===== src/rtl/elevator_pkg.sv =====
// Shared definitions for the elevator subsystem: scheduler FSM encoding,
// default geometry and the engine/door codes used by the elevator controller.
package elevator_pkg;

    localparam int NUM_FLOORS_DEF = 8;
    localparam int FLOOR_W_DEF    = 3;

    localparam logic [1:0] ST_IDLE   = 2'd0;
    localparam logic [1:0] ST_MOVE   = 2'd1;
    localparam logic [1:0] ST_DWELL  = 2'd2;
    localparam logic [1:0] ST_SELECT = 2'd3;

    typedef enum logic [1:0] {
        ENG_STOP = 2'd0,
        ENG_UP   = 2'd1,
        ENG_DOWN = 2'd2
    } engine_cmd_e;

    typedef enum logic [1:0] {
        DOOR_CLOSED  = 2'd0,
        DOOR_OPENING = 2'd1,
        DOOR_OPEN    = 2'd2,
        DOOR_CLOSING = 2'd3
    } door_state_e;

endpackage


===== src/rtl/scan_select.sv =====
// Combinational SCAN pick: nearest pending floor ahead in the current
// direction, otherwise the nearest one behind with the direction reversed.
module scan_select
    import elevator_pkg::*;
#(
    parameter int NUM_FLOORS = NUM_FLOORS_DEF,
    parameter int FLOOR_W    = FLOOR_W_DEF
) (
    input  logic [NUM_FLOORS-1:0] pending,
    input  logic [FLOOR_W-1:0]    cur_floor,
    input  logic                  dir_up,
    output logic                  found,
    output logic [FLOOR_W-1:0]    next_floor,
    output logic                  next_dir_up
);

    logic               up_found;
    logic               dn_found;
    logic [FLOOR_W-1:0] up_floor;
    logic [FLOOR_W-1:0] dn_floor;

    // The last hit of each loop is the floor closest to cur_floor.
    always_comb begin
        up_found = 1'b0;
        up_floor = '0;
        for (int i = NUM_FLOORS - 1; i >= 0; i--) begin
            if (pending[i] && (i > int'(cur_floor))) begin
                up_found = 1'b1;
                up_floor = FLOOR_W'(i);
            end
        end
        dn_found = 1'b0;
        dn_floor = '0;
        for (int i = 0; i < NUM_FLOORS; i++) begin
            if (pending[i] && (i < int'(cur_floor))) begin
                dn_found = 1'b1;
                dn_floor = FLOOR_W'(i);
            end
        end
    end

    always_comb begin
        found       = 1'b0;
        next_floor  = cur_floor;
        next_dir_up = dir_up;
        if (int'(cur_floor) >= NUM_FLOORS - 1) begin
            next_dir_up = 1'b0;
        end else if (cur_floor == '0) begin
            next_dir_up = 1'b1;
        end
        if (dir_up) begin
            if (up_found) begin
                found       = 1'b1;
                next_floor  = up_floor;
                next_dir_up = 1'b1;
            end else if (dn_found) begin
                found       = 1'b1;
                next_floor  = dn_floor;
                next_dir_up = 1'b0;
            end
        end else begin
            if (dn_found) begin
                found       = 1'b1;
                next_floor  = dn_floor;
                next_dir_up = 1'b0;
            end else if (up_found) begin
                found       = 1'b1;
                next_floor  = up_floor;
                next_dir_up = 1'b1;
            end
        end
    end

endmodule


===== src/rtl/elevator_call_scheduler.sv =====
// Collects cabin and hall calls and issues SCAN-ordered target floors to the
// elevator controller, holding off re-targeting for a door dwell after arrival.
module elevator_call_scheduler
    import elevator_pkg::*;
#(
    parameter int NUM_FLOORS   = NUM_FLOORS_DEF,
    parameter int FLOOR_W      = FLOOR_W_DEF,
    parameter int DWELL_CYCLES = 4
) (
    input  logic                  CLK,
    input  logic                  RST,
    input  logic                  int_call_valid,
    input  logic [FLOOR_W-1:0]    int_call_floor,
    input  logic                  ext_call_valid,
    input  logic [FLOOR_W-1:0]    ext_call_floor,
    input  logic                  clear_all,
    input  logic [FLOOR_W-1:0]    cur_floor,
    input  logic                  arrived,
    output logic                  target_valid,
    output logic [FLOOR_W-1:0]    target_floor,
    output logic                  dir_up,
    output logic [NUM_FLOORS-1:0] pending,
    output logic                  busy
);

    localparam int DW_W = $clog2(DWELL_CYCLES + 1);

    logic [1:0]            state_q,   state_d;
    logic [NUM_FLOORS-1:0] pending_q, pending_d;
    logic [FLOOR_W-1:0]    target_q,  target_d;
    logic                  tvalid_q,  tvalid_d;
    logic                  dir_q,     dir_d;
    logic [DW_W-1:0]       dwell_q,   dwell_d;

    logic [NUM_FLOORS-1:0] cur_bit;
    logic [NUM_FLOORS-1:0] new_calls;
    logic [NUM_FLOORS-1:0] scan_pending;
    logic                  sc_found;
    logic [FLOOR_W-1:0]    sc_floor;
    logic                  sc_dir;
    logic                  retarget;

    // Out-of-range floor codes decode to an empty mask.
    function automatic logic [NUM_FLOORS-1:0] floor_bit(input logic [FLOOR_W-1:0] f);
        logic [NUM_FLOORS-1:0] m;
        for (int i = 0; i < NUM_FLOORS; i++) begin
            m[i] = (int'(f) == i);
        end
        return m;
    endfunction

    always_comb begin
        cur_bit   = floor_bit(cur_floor);
        new_calls = '0;
        if (int_call_valid) new_calls = new_calls | floor_bit(int_call_floor);
        if (ext_call_valid) new_calls = new_calls | floor_bit(ext_call_floor);
        if (state_q == ST_DWELL) new_calls = new_calls & ~cur_bit;
    end

    // While moving, same-cycle calls are seen so a retarget lands on the next edge.
    assign scan_pending = (state_q == ST_MOVE) ? (pending_q | new_calls) : pending_q;

    scan_select #(
        .NUM_FLOORS (NUM_FLOORS),
        .FLOOR_W    (FLOOR_W)
    ) u_scan (
        .pending     (scan_pending),
        .cur_floor   (cur_floor),
        .dir_up      (dir_q),
        .found       (sc_found),
        .next_floor  (sc_floor),
        .next_dir_up (sc_dir)
    );

    assign retarget = sc_found && (sc_dir == dir_q) &&
                      (dir_q ? (sc_floor < target_q) : (sc_floor > target_q));

    always_comb begin
        state_d   = state_q;
        pending_d = pending_q | new_calls;
        target_d  = target_q;
        tvalid_d  = tvalid_q;
        dir_d     = dir_q;
        dwell_d   = dwell_q;
        if (clear_all) begin
            pending_d = '0;
            tvalid_d  = 1'b0;
            dwell_d   = '0;
            state_d   = ST_IDLE;
        end else begin
            case (state_q)
                ST_IDLE, ST_SELECT: begin
                    if (pending_q != '0) begin
                        dir_d = sc_dir;
                        if (sc_found) begin
                            target_d = sc_floor;
                            tvalid_d = 1'b1;
                            state_d  = ST_MOVE;
                        end else begin
                            // Only the current floor is pending: just reopen the doors.
                            pending_d = pending_d & ~cur_bit;
                            dwell_d   = DW_W'(DWELL_CYCLES);
                            state_d   = ST_DWELL;
                        end
                    end else begin
                        state_d = ST_IDLE;
                    end
                end
                ST_MOVE: begin
                    if (arrived && (cur_floor == target_q)) begin
                        pending_d = pending_d & ~cur_bit;
                        tvalid_d  = 1'b0;
                        dwell_d   = DW_W'(DWELL_CYCLES);
                        state_d   = ST_DWELL;
                    end else begin
                        if (arrived) pending_d = pending_d & ~cur_bit;
                        if (retarget) target_d = sc_floor;
                    end
                end
                ST_DWELL: begin
                    if (dwell_q <= DW_W'(1)) begin
                        dwell_d = '0;
                        state_d = ST_SELECT;
                    end else begin
                        dwell_d = dwell_q - DW_W'(1);
                    end
                end
                default: state_d = ST_IDLE;
            endcase
        end
    end

    always_ff @(posedge CLK or posedge RST) begin
        if (RST) begin
            state_q   <= ST_IDLE;
            pending_q <= '0;
            target_q  <= '0;
            tvalid_q  <= 1'b0;
            dir_q     <= 1'b1;
            dwell_q   <= '0;
        end else begin
            state_q   <= state_d;
            pending_q <= pending_d;
            target_q  <= target_d;
            tvalid_q  <= tvalid_d;
            dir_q     <= dir_d;
            dwell_q   <= dwell_d;
        end
    end

    assign target_valid = tvalid_q;
    assign target_floor = target_q;
    assign dir_up       = dir_q;
    assign pending      = pending_q;
    assign busy         = (state_q != ST_IDLE);

endmodule

===== config.mk =====
export PLATFORM = sky130hd
export DESIGN_NAME = elevator_call_scheduler
export DESIGN_NICKNAME = d
export VERILOG_FILES = /design/src/rtl/elevator_pkg.sv /design/src/rtl/scan_select.sv /design/src/rtl/elevator_call_scheduler.sv
export SDC_FILE = /design/constraint.sdc
export NUM_CORES = 1
export LEC_CHECK = 0
export BUFFER_PORTS_ARGS = -buffer_cell sky130_fd_sc_hd__buf_2
export CAP_MARGIN = 20
export CORE_ASPECT_RATIO = 0.8
export CORE_UTILIZATION = 50
export DETAILED_ROUTE_END_ITERATION = 7
export PLACE_DENSITY = 0.79
export SLEW_MARGIN = 20
export SYNTH_ARGS = -nofsm -noshare
export SYNTH_HDL_FRONTEND = slang
export SYNTH_SLANG_ARGS = --single-unit

===== constraint.sdc =====
create_clock -name CLK -period 4.42 [get_ports CLK]
set_input_delay 0.442 -clock CLK [delete_from_list [all_inputs] [get_ports CLK]]
set_output_delay 0.442 -clock CLK [all_outputs]
set_load 0.01 [all_outputs]

**Yosys cells after proc, flatten, opt, wreduce, memory -nomap -nowiden**

Index checks and enable logic that the tools add are counted.

- Add/sub/neg operators: 1
- Bitwise gates (word level): 6
- Multipliers: 0
- Shift-type cells: 0
- Equal/unequal tests: 35
- Divide/modulo/power cells: 0
- Reductions and logical operators: 32
- Order comparisons: 18
- Mux-type cells: 77

Operator list:

| cell | number |
|---|---|
| two-way mux 3 bit | 24 |
| two-way mux 8 bit | 9 |
| equality test 3 bit (second input constant) | 12 |
| two-way mux 1 bit | 32 |
| equality test 3 x 2 -> 1 bit (second input constant) | 6 |
| logical AND 1 bit | 17 |
| bitwise AND 8 bit | 2 |
| bitwise OR 8 bit | 2 |
| one-hot mux 8 bit (2 select lines) | 1 |
| two-way mux 2 bit | 7 |
| > comparator 3 bit (first input constant) | 4 |
| zero test 3 bit | 4 |
| equality test 3 x 1 -> 1 bit (second input constant) | 3 |
| < comparator 3 bit (first input constant) | 3 |
| inequality test 3 bit (second input constant) | 3 |
| one-hot mux 3 bit (3 select lines) | 1 |
| inequality test 2 bit (second input constant) | 4 |
| inverter 8 bit | 1 |
| nonzero test 8 bit | 1 |
| > comparator 2 x 3 -> 1 bit (first input constant) | 2 |
| < comparator 1 x 3 -> 1 bit (first input constant) | 2 |
| < comparator 2 x 3 -> 1 bit (first input constant) | 2 |
| inequality test 3 x 2 -> 1 bit (second input constant) | 2 |
| one-hot mux 2 bit (3 select lines) | 1 |
| 21 further kinds | 24 |

- Output and inout bits: 14
- Input port bits: 15
- Memories kept: 0
- Flip-flop bits (word level): 18
- RAM bits: 0
- ROM bits: 0
- Bits in latches: 0
- Word-level logic and storage cells: 175

**Logic depth before layout (Yosys ltp)**

Gate-level depths: netlist of the first run.

- Depth in word-level cells: 25
- Depth in mapped cells: 18
- Depth with buffers taken out: 17

**Cells and area by module**

A second synthesis of the first run with hierarchy kept.

- Cells, all modules: 248
- Area total of the unflattened synthesis: 1905.6 sq um

Modules (own cells, without submodules):

| module | area an instance (sq um) | seq. area each (sq um) | instances | cells an instance |
|---|---|---|---|---|
| elevator_call_scheduler | 1470.2 | 451.7 | 1 | 174 |
| scan_select | 435.4 | 0.0 | 1 | 74 |

**Worst setup path before layout of the first run**

No wires, ideal clock.

- Kind: reg-to-reg
- Start: reg state_q[1]
- End: reg target_q[1], in the netlist target_floor[1]
- Arrival time: 3.332 ns
- Buffers on the path: 1
- Path slack: 0.963 ns
- Stages on the path, launching flop included: 17
- Clock period less this slack: 3.457 ns
- Setup time: 0.125 ns
- Required time: 4.295 ns
- Cells stage by stage: dfrtp_1 > inv_1 > ha_1 > buf_2 > and2b_1 > a21oi_1 > o2111ai_4 > nor2_4 > a21boi_0 > o221ai_1 > ha_1 > a21o_1 > a21oi_1 > a31oi_1 > and3_1 > o211ai_4 > mux2_4

- Word-level cells in the longest chain between the ends: 20
- Elaborated cells between the ends (all ways): 81
- Those cells by class: 2 x order compare; 8 x eq/ne; 50 x mux; 1 x bitwise; 20 x reduce/logical

Ends and longest elaborated chain:

| element | RTL line | text |
|---|---|---|
| start: declaration | elevator_call_scheduler.sv:28 | `logic [1:0] state_q, state_d;` |
| start signal: assignment | elevator_call_scheduler.sv:142 | `state_q <= state_d;` |
| equality test 2 bit | elevator_call_scheduler.sv:57 | `if (state_q == ST_DWELL) new_calls = new_calls & ~cur_bit;` |
| two-way mux 8 bit | elevator_call_scheduler.sv:57 |  |
| bitwise OR 8 bit | elevator_call_scheduler.sv:61 | `assign scan_pending = (state_q == ST_MOVE) ? (pending_q \| new_calls) : pending_q;` |
| two-way mux 8 bit * | elevator_call_scheduler.sv:61 |  |
| logical AND 1 bit, on equally long branches | scan_select.sv:27, scan_select.sv:35 |  |
| two-way mux 3 bit, or another cell as far along (7 in a row) | scan_select.sv:27 | `if (pending[i] && (i > int'(cur_floor))) begin` |
| two-way mux 3 bit, on equally long branches | scan_select.sv:66, scan_select.sv:56 |  |
| two-way mux 3 bit, on equally long branches | scan_select.sv:62, scan_select.sv:52 |  |
| two-way mux 3 bit * | scan_select.sv:51 | `if (dir_up) begin` |
| via sc_floor[1] | elevator_call_scheduler.sv:39 | `logic [FLOOR_W-1:0] sc_floor;` |
| > comparator 3 bit / < comparator 3 bit (equally long branches) | elevator_call_scheduler.sv:76 | `(dir_q ? (sc_floor < target_q) : (sc_floor > target_q));` |
| two-way mux 1 bit | elevator_call_scheduler.sv:76 |  |
| logical AND 1 bit | elevator_call_scheduler.sv:75 | `assign retarget = sc_found && (sc_dir == dir_q) &&` |
| inequality test 2 bit (no source line) | - |  |
| AND reduction 6 bit (no source line) | - |  |
| end signal: assignment | elevator_call_scheduler.sv:144 | `target_q <= target_d;` |
| end: declaration | elevator_call_scheduler.sv:30 | `logic [FLOOR_W-1:0] target_q, target_d;` |

Mark *: on every way through the listed nets, which the timed path passes. The rest lies on a longest branch. The select of a mux whose other input is x is not followed.
A chain may end at the register's enable or synchronous reset.

**Worst setup path in the final report of the first run**

- Start: reg state_q[0]
- End: reg target_q[1], in the netlist target_floor[1]

Same word-level chain as after synthesis.

==> impl_summary.txt, run 1 <==
----------------------------------------------------
[Setup path]
  Worst path cell trace ... inv_1 > ha_1 > nand4bb_1 > o211a_1 > o21ai_1 > nand3_2 > nor2_4 > a21boi_0 > o221ai_1 > ha_1 > a21o_1 > a21oi_1 > a31oi_1 > and3_1 > o211ai_4 > mux2_4
  Biggest cell delay along the critical path ... 0.51 ns
  Slowest stage cell, crit path ... sky130_fd_sc_hd__ha_1
  Endpoint of the worst register-to-register path ... target_floor[1]$_DFFE_PP0P_
  Maximum fanout along the worst path ... 13
  Endpoint arrival time on the critical path ... 4.19 ns
  Most frequent CP cell ... sky130_fd_sc_hd__ha_1
  Worst reg2reg path startpoint ... state_q[0]$_DFFE_PP0P_
  Required @ worst endpoint ... 4.57 ns
  Reg2Reg Depth ... 16
  Minimum setup slack among reg-to-reg paths ... 0.38 ns
  Crit Path Class ... reg2reg
  Crit. End Element ... register
  Critical Path Source Type ... register

[Cells and area]
  Layout area overhead ... 7.95%
  Net count, final ... 297
  Leading cell type in the layout, fill and taps excluded ... sky130_fd_sc_hd__nand2_1
  Seq. cell area ... 452 um2
  Share of final-layout standard cells stronger than drive strength 1 ... 24.2%
  Area taken by multi-input logic gates ... 1480 um2
  Filler cell count ... 378
  Commonest cells after routing, fill and taps aside ... sky130_fd_sc_hd__nand2_1, sky130_fd_sc_hd__buf_2, sky130_fd_sc_hd__inv_1
  Diodes inserted ... 0

[Placement]
  Total half-perimeter wirelength after legalization and detailed placement ... 4080 um
  Routability congestion estimate from global placement ... 0.920
  Count of input and output buffers ... 28

[Power]
  Worst ir drop on vdd ... 499 uV
  Cell-internal power ... 636 uW
  Fraction of power consumed by the clock network ... 9.9%
  Share of total power consumed by net switching ... 49.9%
  Share of total power in sequential cells ... 21.1%
  Switching power total ... 633 uW
  Part of the total power dissipated in combinational logic ... 69.0%
  Total power of the final layout ... 1.27 mW
  Power density cells ... 558 nW/um2
  Static leakage ... 1.06 nW

[Timing]
  RSZ-0062 raised after global routing ... no
  # setup viols final ... 0
  Final hold vios ... 0
  Slew Limit Headroom ... 51.4%
  Setup clock skew after layout ... 0.00104 ns
  Final min period ... 4.04 ns
  Final slew viol count ... 0
  Achievable clock frequency ... 247 MHz
  Aggregate negative setup slack ... 0 ns
  Share of the clock period used by the worst path ... 91.5%
  Measured slew at the worst slew-check pin ... 0.728 ns

[Logic synthesis]
  Largest family of logic cells by synthesized area ... compound AO/OA/AOI/OAI gates
  Commonest register cell after synthesis ... sky130_fd_sc_hd__dfrtp_1
  Async set-or-reset flop fraction in the synthesized netlist ... 100%
  Nets in the synthesized netlist ... 276
  Parity-gate share of the synthesized area counting xor and xnor cells ... 1.25%
  Summed instance area of the synthesized netlist ... 2110 um2
  Post-Synth Adder-Cell Area ... 4.74%
  Synthesized flop and latch total ... 18
  Mean instance size in the synthesized netlist ... 8.34 um2
  Sequential cell area fraction in the yosys report ... 21.4%
  Gate Count Post-Synth ... 253
  Multiplexer share of the synthesized area ... 3.32%
  Complex-gate fraction of the synthesized area ... 36.2%
  Simple-gate area share of the yosys netlist ... 24.7%
  Count of flip-flops with a built-in enable after synthesis ... 0
  Number of different library cells in the post-synthesis netlist ... 78
  Total of warnings raised by yosys ... 0

[GRT]
  Largest net degree at the start of global routing ... 25
  Antenna violations before repair ... 0
  Via count of the first global-routing pass ... 1735
  Wire length of the first global-routing pass ... 8660 um
  Total track usage ... 26.0%
  Global route overflow ... 0

[Routing]
  DR iter-0 viols ... 200
  Vias/cell ... 6.16
  Detail-routed net length per standard cell ... 16.4 um
  1st-pass router iterations ... 5
  Post-detailed-routing wire length ... 5390 um
  Drc violations ... 0
  Routed via count ... 2019
  Antenna Nets Post-Route ... 0

[Clocking]
  Clock latency on the worst-skew pair ... 0.26 ns
  Count of buffers added by post-CTS timing repair for setup ... 0
  Max Root-Sink Buffers ... 2
  Number of buffers inserted during clock tree synthesis ... 3
  Count of hold-fix buffers inserted at cts ... 0
  Clk Tree Root Cell ... sky130_fd_sc_hd__clkbuf_8
  TritonCTS clock tree ... built
  Clock-pin transition on the worst setup and hold timing paths ... 0.07 ns
  Number of H-tree branching levels ... 1
  Sink Count ... 18
  Post_cts resized ... 0

[Run status]
  Status ... finished clean

[Min path]
  Worst min-delay path class ... in2async

[Die]
  Die Y ... 60.1 um
  Die Outline Area ... 4480 um2
  Core area ... 3930 um2
  I/O pin cnt ... 29
  Starting utilization of the core area ... 53.7%
  Die outline width ... 74.6 um
  Num rows ... 20

[Job]
  Max-cap violations ... 0

----------------------------------------------------
## cell usage after synthesis (all sizes together), types with 3 or more instances
| master | instances | area share [%] |
|---|---|---|
| a211oi | 7 | 2.5 |
| xnor2 | 3 | 1.2 |
| o22ai | 4 | 1.5 |
| clkbuf | 3 | 0.53 |
| mux2 | 4 | 2.8 |
| o21a | 3 | 1.4 |
| nand2 | 33 | 6.0 |
| inv | 20 | 3.6 |
| nor2b | 5 | 1.5 |
| o21ai | 20 | 5.1 |
| nor2 | 16 | 3.2 |
| nor3 | 3 | 1.2 |
| o32ai | 4 | 2.9 |
| nand2b | 3 | 1.2 |
| nand3 | 7 | 2.1 |
| buf | 11 | 4.3 |
| a32oi | 3 | 1.2 |
| a21o | 4 | 1.4 |
| and2 | 3 | 1.1 |
| ha | 8 | 4.7 |
| a31oi | 6 | 3.1 |
| nand3b | 3 | 1.1 |
| a21oi | 20 | 5.5 |
| and3 | 3 | 0.95 |
| dfrtp | 17 | 20 |
| o31ai | 3 | 1.1 |
## stage by stage
step	setup WS, ns	util, %	cells	hold WS, ns	area [um2]
finish	0.377	58.0	328	0.290	2280
global route	0.142	58.0	328	0.375	2280
CTS	0.434	58.0	328	0.337	2280
detailed placement	0.452	56.8	324	0.509	2230
global placement	0.641	56.8	324	0.503	2230
floorplan	0.963	-	253	0.380	2110
## worst max-delay path by stage
stage	from	endpoint	slack, ns	cells past startpoint
global placement	state_q[0]$_DFFE_PP0P_	target_floor[1]$_DFFE_PP0P_	0.64	16
finish	state_q[0]$_DFFE_PP0P_	target_floor[1]$_DFFE_PP0P_	0.38	16
detailed placement	state_q[0]$_DFFE_PP0P_	target_floor[1]$_DFFE_PP0P_	0.45	16
floorplan	state_q[1]$_DFFE_PP0P_	target_floor[1]$_DFFE_PP0P_	0.96	16
global route	state_q[0]$_DFFE_PP0P_	target_floor[1]$_DFFE_PP0P_	0.14	16
CTS	state_q[0]$_DFFE_PP0P_	target_floor[1]$_DFFE_PP0P_	0.43	16
## cell type report
| type | instances | share of cell area [%] |
|---|---|---|
| inverters | 20 | 3.30 |
| flip-flops and latches | 18 | 19.8 |
| multi-input cells | 201 | 65.1 |
| clock buffers | 4 | 1.98 |
| well taps | 55 | 3.02 |
| repair buffers | 30 | 6.81 |
## critical path, delay by kind of cell (launching register included)
family                     cells  cell delay [ns]
AOI/OAI and AO/OA              8             1.51
adders and majority gates      2             0.81
buffers and inverters          1             0.09
DFF                            1             0.40
muxes                          1             0.32
and+or+nand+nor                4             0.81
## registers in the layout (all words and copies together) (netlist names)
name and flops:
pending 8, dwell_q 3, target_floor 3, state_q 2, dir_up 1, target_valid 1
## power groups by stage
| stage | Sequential [mW] | Combinational, mW | Clock [mW] |
|---|---|---|---|
| after floorplan | 0.273 | 0.678 | 0 |
| after global placement | 0.269 | 0.849 | 0 |
| after detailed placement | 0.271 | 0.865 | 0 |
| after CTS | 0.268 | 0.867 | 0.129 |
| after global routing | 0.275 | 0.962 | 0.137 |
| final | 0.268 | 0.876 | 0.126 |
## logic make-up (layout without fill, tap and decap cells)
logic type / after synthesis / in the layout
AOI/OAI and AO/OA: 94 / 94
and+or+nand+nor: 91 / 91
buffers and inverters: 34 / 54
DFF: 18 / 18
adders and majority gates: 8 / 8
muxes: 5 / 5
xor gates and xnor gates: 3 / 3
## metal layers
| metal | vias to the layer above | part of all wire, % | global-route usage [%] |
|---|---|---|---|
| met4 | 0 | 0.65 | 5.12 |
| li1 | 977 | - | - |
| met1 | 945 | 49 | 38.3 |
| met3 | 8 | 7.6 | 5.56 |
| met5 | - | 0 | 0 |
| met2 | 89 | 43 | 38.9 |
(Power assumes the default switching activity.)
==> inputs of run 2 (changes only) <==
--- a/config.mk
+++ b/config.mk
@@ -10,6 +10,7 @@
 export CORE_ASPECT_RATIO = 0.8
 export CORE_UTILIZATION = 50
 export DETAILED_ROUTE_END_ITERATION = 7
+export GPL_TIMING_DRIVEN = 0
 export PLACE_DENSITY = 0.79
 export SLEW_MARGIN = 20
 export SYNTH_ARGS = -nofsm -noshare
==> run 2 against run 1 <==
Flip-flop and latch count is the same. Routed wire length grew 1.6%. Die area is the same. Largest cell class unchanged. Final cell count grew 2.7%. Clock power grew 13%. Highest routed layer unchanged. Global-route usage grew 1.2 points. Critical endpoint unchanged. Critical path depth is the same. Setup slack gained 0.15 ns. Sequential share of layout area shrank 0.68 points. Utilization grew 2.1 points.
==> impl_summary.txt, run 2 (same netlist as run 1, synthesis figures left out) <==
----------------------------------------------------
[Run status]
  Status ... finished clean (unchanged)

[Cells and area]
  Area taken by multi-input logic gates ... 1480 um2 (unchanged)
  Filler cell count ... 377 (was 378)
  Share of final-layout standard cells stronger than drive strength 1 ... 25.5% (was 24.2%)
  Net count, final ... 306 (was 297)
  Core Util, Final ... 60.0% (was 58.0%)
  Commonest cells after routing, fill and taps aside ... sky130_fd_sc_hd__nand2_1, sky130_fd_sc_hd__buf_2, sky130_fd_sc_hd__inv_1 (unchanged)
  Seq. cell area ... 452 um2 (unchanged)
  Layout area overhead ... 11.8% (was 7.95%)
  Leading cell type in the layout, fill and taps excluded ... sky130_fd_sc_hd__nand2_1 (unchanged)
  Number of flip-flops in the largest register ... 8 (unchanged)
  Diodes inserted ... 0 (unchanged)
  Number of non-filler instances in the completed layout ... 337 (was 328)

[Clocking]
  Clock latency on the worst-skew pair ... 0.26 ns (about the same)
  Number of buffers inserted during clock tree synthesis ... 3 (unchanged)
  Clk Tree Root Cell ... sky130_fd_sc_hd__clkbuf_8 (unchanged)
  Post_cts resized ... 0 (unchanged)
  Count of buffers added by post-CTS timing repair for setup ... 0 (unchanged)
  Number of H-tree branching levels ... 1 (unchanged)
  Clock-pin transition on the worst setup and hold timing paths ... 0.08 ns (was 0.07 ns)
  Sink Count ... 18 (unchanged)
  Max Root-Sink Buffers ... 2 (unchanged)
  TritonCTS clock tree ... built (unchanged)
  Count of hold-fix buffers inserted at cts ... 0 (unchanged)

[Timing]
  Achievable clock frequency ... 257 MHz (was 247 MHz)
  Final min period ... 3.90 ns (was 4.04 ns)
  Share of the clock period used by the worst path ... 88.2% (was 91.5%)
  Min setup slack post-route ... 0.523 ns (was 0.377 ns)
  Worst-case hold slack ... 0.285 ns (was 0.290 ns)
  Final slew viol count ... 0 (unchanged)
  Setup clock skew after layout ... 0.00923 ns (was 0.00104 ns)
  RSZ-0062 raised after global routing ... no (unchanged)
  Slew Limit Headroom ... 51.6% (was 51.4%)
  Aggregate negative setup slack ... 0 ns (unchanged)
  Measured slew at the worst slew-check pin ... 0.726 ns (was 0.728 ns)
  # setup viols final ... 0 (unchanged)
  Final hold vios ... 0 (unchanged)

[Setup path]
  WP depth ... 16 (unchanged)
  Maximum fanout along the worst path ... 10 (was 13)
  Crit. Startpoint ... state_q[1]$_DFFE_PP0P_ (was state_q[0]$_DFFE_PP0P_)
  Required @ worst endpoint ... 4.58 ns (was 4.57 ns)
  Minimum setup slack among reg-to-reg paths ... 0.52 ns (was 0.38 ns)
  Slowest stage cell, crit path ... sky130_fd_sc_hd__dfrtp_1 (was sky130_fd_sc_hd__ha_1)
  Family with the most delay on the worst path ... compound AO/OA/AOI/OAI gates (unchanged)
  Crit Path Class ... reg2reg (unchanged)
  Crit. End Element ... register (unchanged)
  Critical Path Source Type ... register (unchanged)
  Reg2Reg Depth ... 16 (unchanged)
  Endpoint arrival time on the critical path ... 4.05 ns (was 4.19 ns)
  Worst path cell trace ... inv_1 > ha_1 > buf_2 > a21boi_0 > o21ai_2 > a221oi_1 > o21ai_1 > a21boi_0 > o221ai_1 > ha_1 > a21o_1 > a21oi_1 > a31oi_1 > and3_1 > o211ai_4 > mux2_4 (was inv_1 > ha_1 > nand4bb_1 > o211a_1 > o21ai_1 > nand3_2 > nor2_4 > a21boi_0 > o221ai_1 > ha_1 > a21o_1 > a21oi_1 > a31oi_1 > and3_1 > o211ai_4 > mux2_4)
  Buffering stage count on the worst path with inverters included ... 2 (was 1)
  Worst setup path endpoint ... target_floor[1]$_DFFE_PP0P_ (unchanged)
  Biggest cell delay along the critical path ... 0.41 ns (was 0.51 ns)
  Endpoint of the worst register-to-register path ... target_floor[1]$_DFFE_PP0P_ (unchanged)
  Worst reg2reg path startpoint ... state_q[1]$_DFFE_PP0P_ (was state_q[0]$_DFFE_PP0P_)

[Power]
  Fraction of power consumed by the clock network ... 11.0% (was 9.9%)
  Switching power total ... 628 uW (was 633 uW)
  Part of the total power dissipated in combinational logic ... 68.4% (was 69.0%)
  Worst ir drop on vdd ... 369 uV (was 499 uV)
  Cell-internal power ... 665 uW (was 636 uW)
  Share of total power in sequential cells ... 20.6% (was 21.1%)
  Static leakage ... 1.11 nW (was 1.06 nW)
  Share of total power consumed by net switching ... 48.6% (was 49.9%)
  Power density cells ... 548 nW/um2 (was 558 nW/um2)

[GRT]
  Largest net degree at the start of global routing ... 19 (was 25)
  Antenna violations before repair ... 0 (unchanged)
  Via count of the first global-routing pass ... 1877 (was 1735)
  Global route overflow ... 0 (unchanged)
  Total track usage ... 27.2% (was 26.0%)
  Wire length of the first global-routing pass ... 9170 um (was 8660 um)

[Die]
  Die outline width ... 74.6 um (unchanged)
  Num rows ... 20 (unchanged)
  Starting utilization of the core area ... 53.7% (unchanged)
  I/O pin cnt ... 29 (unchanged)
  Die Outline Area ... 4480 um2 (unchanged)
  Core area ... 3930 um2 (unchanged)
  Die Y ... 60.1 um (unchanged)

[Placement]
  DP Worst Slack ... 0.550 ns (was 0.452 ns)
  Inst Count DP ... 333 (was 324)
  Count of input and output buffers ... 25 (was 28)
  Total half-perimeter wirelength after legalization and detailed placement ... 4230 um (was 4080 um)
  Routability congestion estimate from global placement ... 0.963 (was 0.920)

[Routing]
  1st-pass router iterations ... 5 (unchanged)
  DR iter-0 viols ... 266 (was 200)
  Vias/cell ... 6.19 (was 6.16)
  Routed via count ... 2085 (was 2019)
  Post-detailed-routing wire length ... 5470 um (was 5390 um)
  Antenna Nets Post-Route ... 0 (unchanged)
  Detail-routed net length per standard cell ... 16.2 um (was 16.4 um)
  Drc violations ... 0 (unchanged)

[Min path]
  Worst min-delay path class ... in2async (unchanged)

[Job]
  Max-cap violations ... 0 (unchanged)

----------------------------------------------------
[run 2: cell count changes in the layout (fill, tap and decap cells not counted), sizes merged]
cell,change
buf,+6
clkbuf,+3
[run 2: layout make-up]
| class | count | share of cell area, % |
|---|---|---|
| Buffer | 14 | 4.30 |
| Clock buffer | 4 | 2.33 |
| Inverter | 20 | 3.18 |
| Multi-Input combinational cell | 201 | 62.8 |
| Sequential cell | 18 | 19.2 |
| Tap cell | 55 | 2.92 |
| Timing Repair Buffer | 25 | 5.31 |
[run 2: per-stage QoR]
step,area (um2),power [mW]
after global placement,2300,1.13
after detailed placement,2300,1.14
after CTS,2360,1.29
after floorplan,2110,0.952
after global routing,2360,1.40
final,2360,1.29
[run 2: power by group through the flow]
stage / Sequential, mW / Clock [mW] / Combinational, mW
CTS: 0.267 / 0.142 / 0.879
finish: 0.267 / 0.142 / 0.884
global placement: 0.268 / 0 / 0.860
detailed placement: 0.270 / 0 / 0.873
global route: 0.274 / 0.147 / 0.977
floorplan: 0.273 / 0 / 0.678
[run 2: worst min path at each step]
stage	from	endpoint	cells after the start	slack, ns
CTS	RST	dwell_q[2]$_DFFE_PP0P_	2	0.31
finish	RST	dwell_q[2]$_DFFE_PP0P_	2	0.29
floorplan	RST	dwell_q[0]$_DFFE_PP0P_	1	0.38
detailed placement	state_q[1]$_DFFE_PP0P_	state_q[1]$_DFFE_PP0P_	2	0.51
global placement	state_q[1]$_DFFE_PP0P_	state_q[1]$_DFFE_PP0P_	2	0.50
global route	RST	dwell_q[2]$_DFFE_PP0P_	2	0.35
[run 2: layer usage]
metal | track usage, % | wire length [um] | vias up | share of wire (%)
met5 | 0 | 0 | - | 0
li1 | - | - | 998 | -
met3 | 4.38 | 474 | 4 | 8.7
met1 | 40.8 | 2620 | 978 | 48
met4 | 4.58 | 24 | 0 | 0.44
met2 | 41.2 | 2350 | 105 | 43
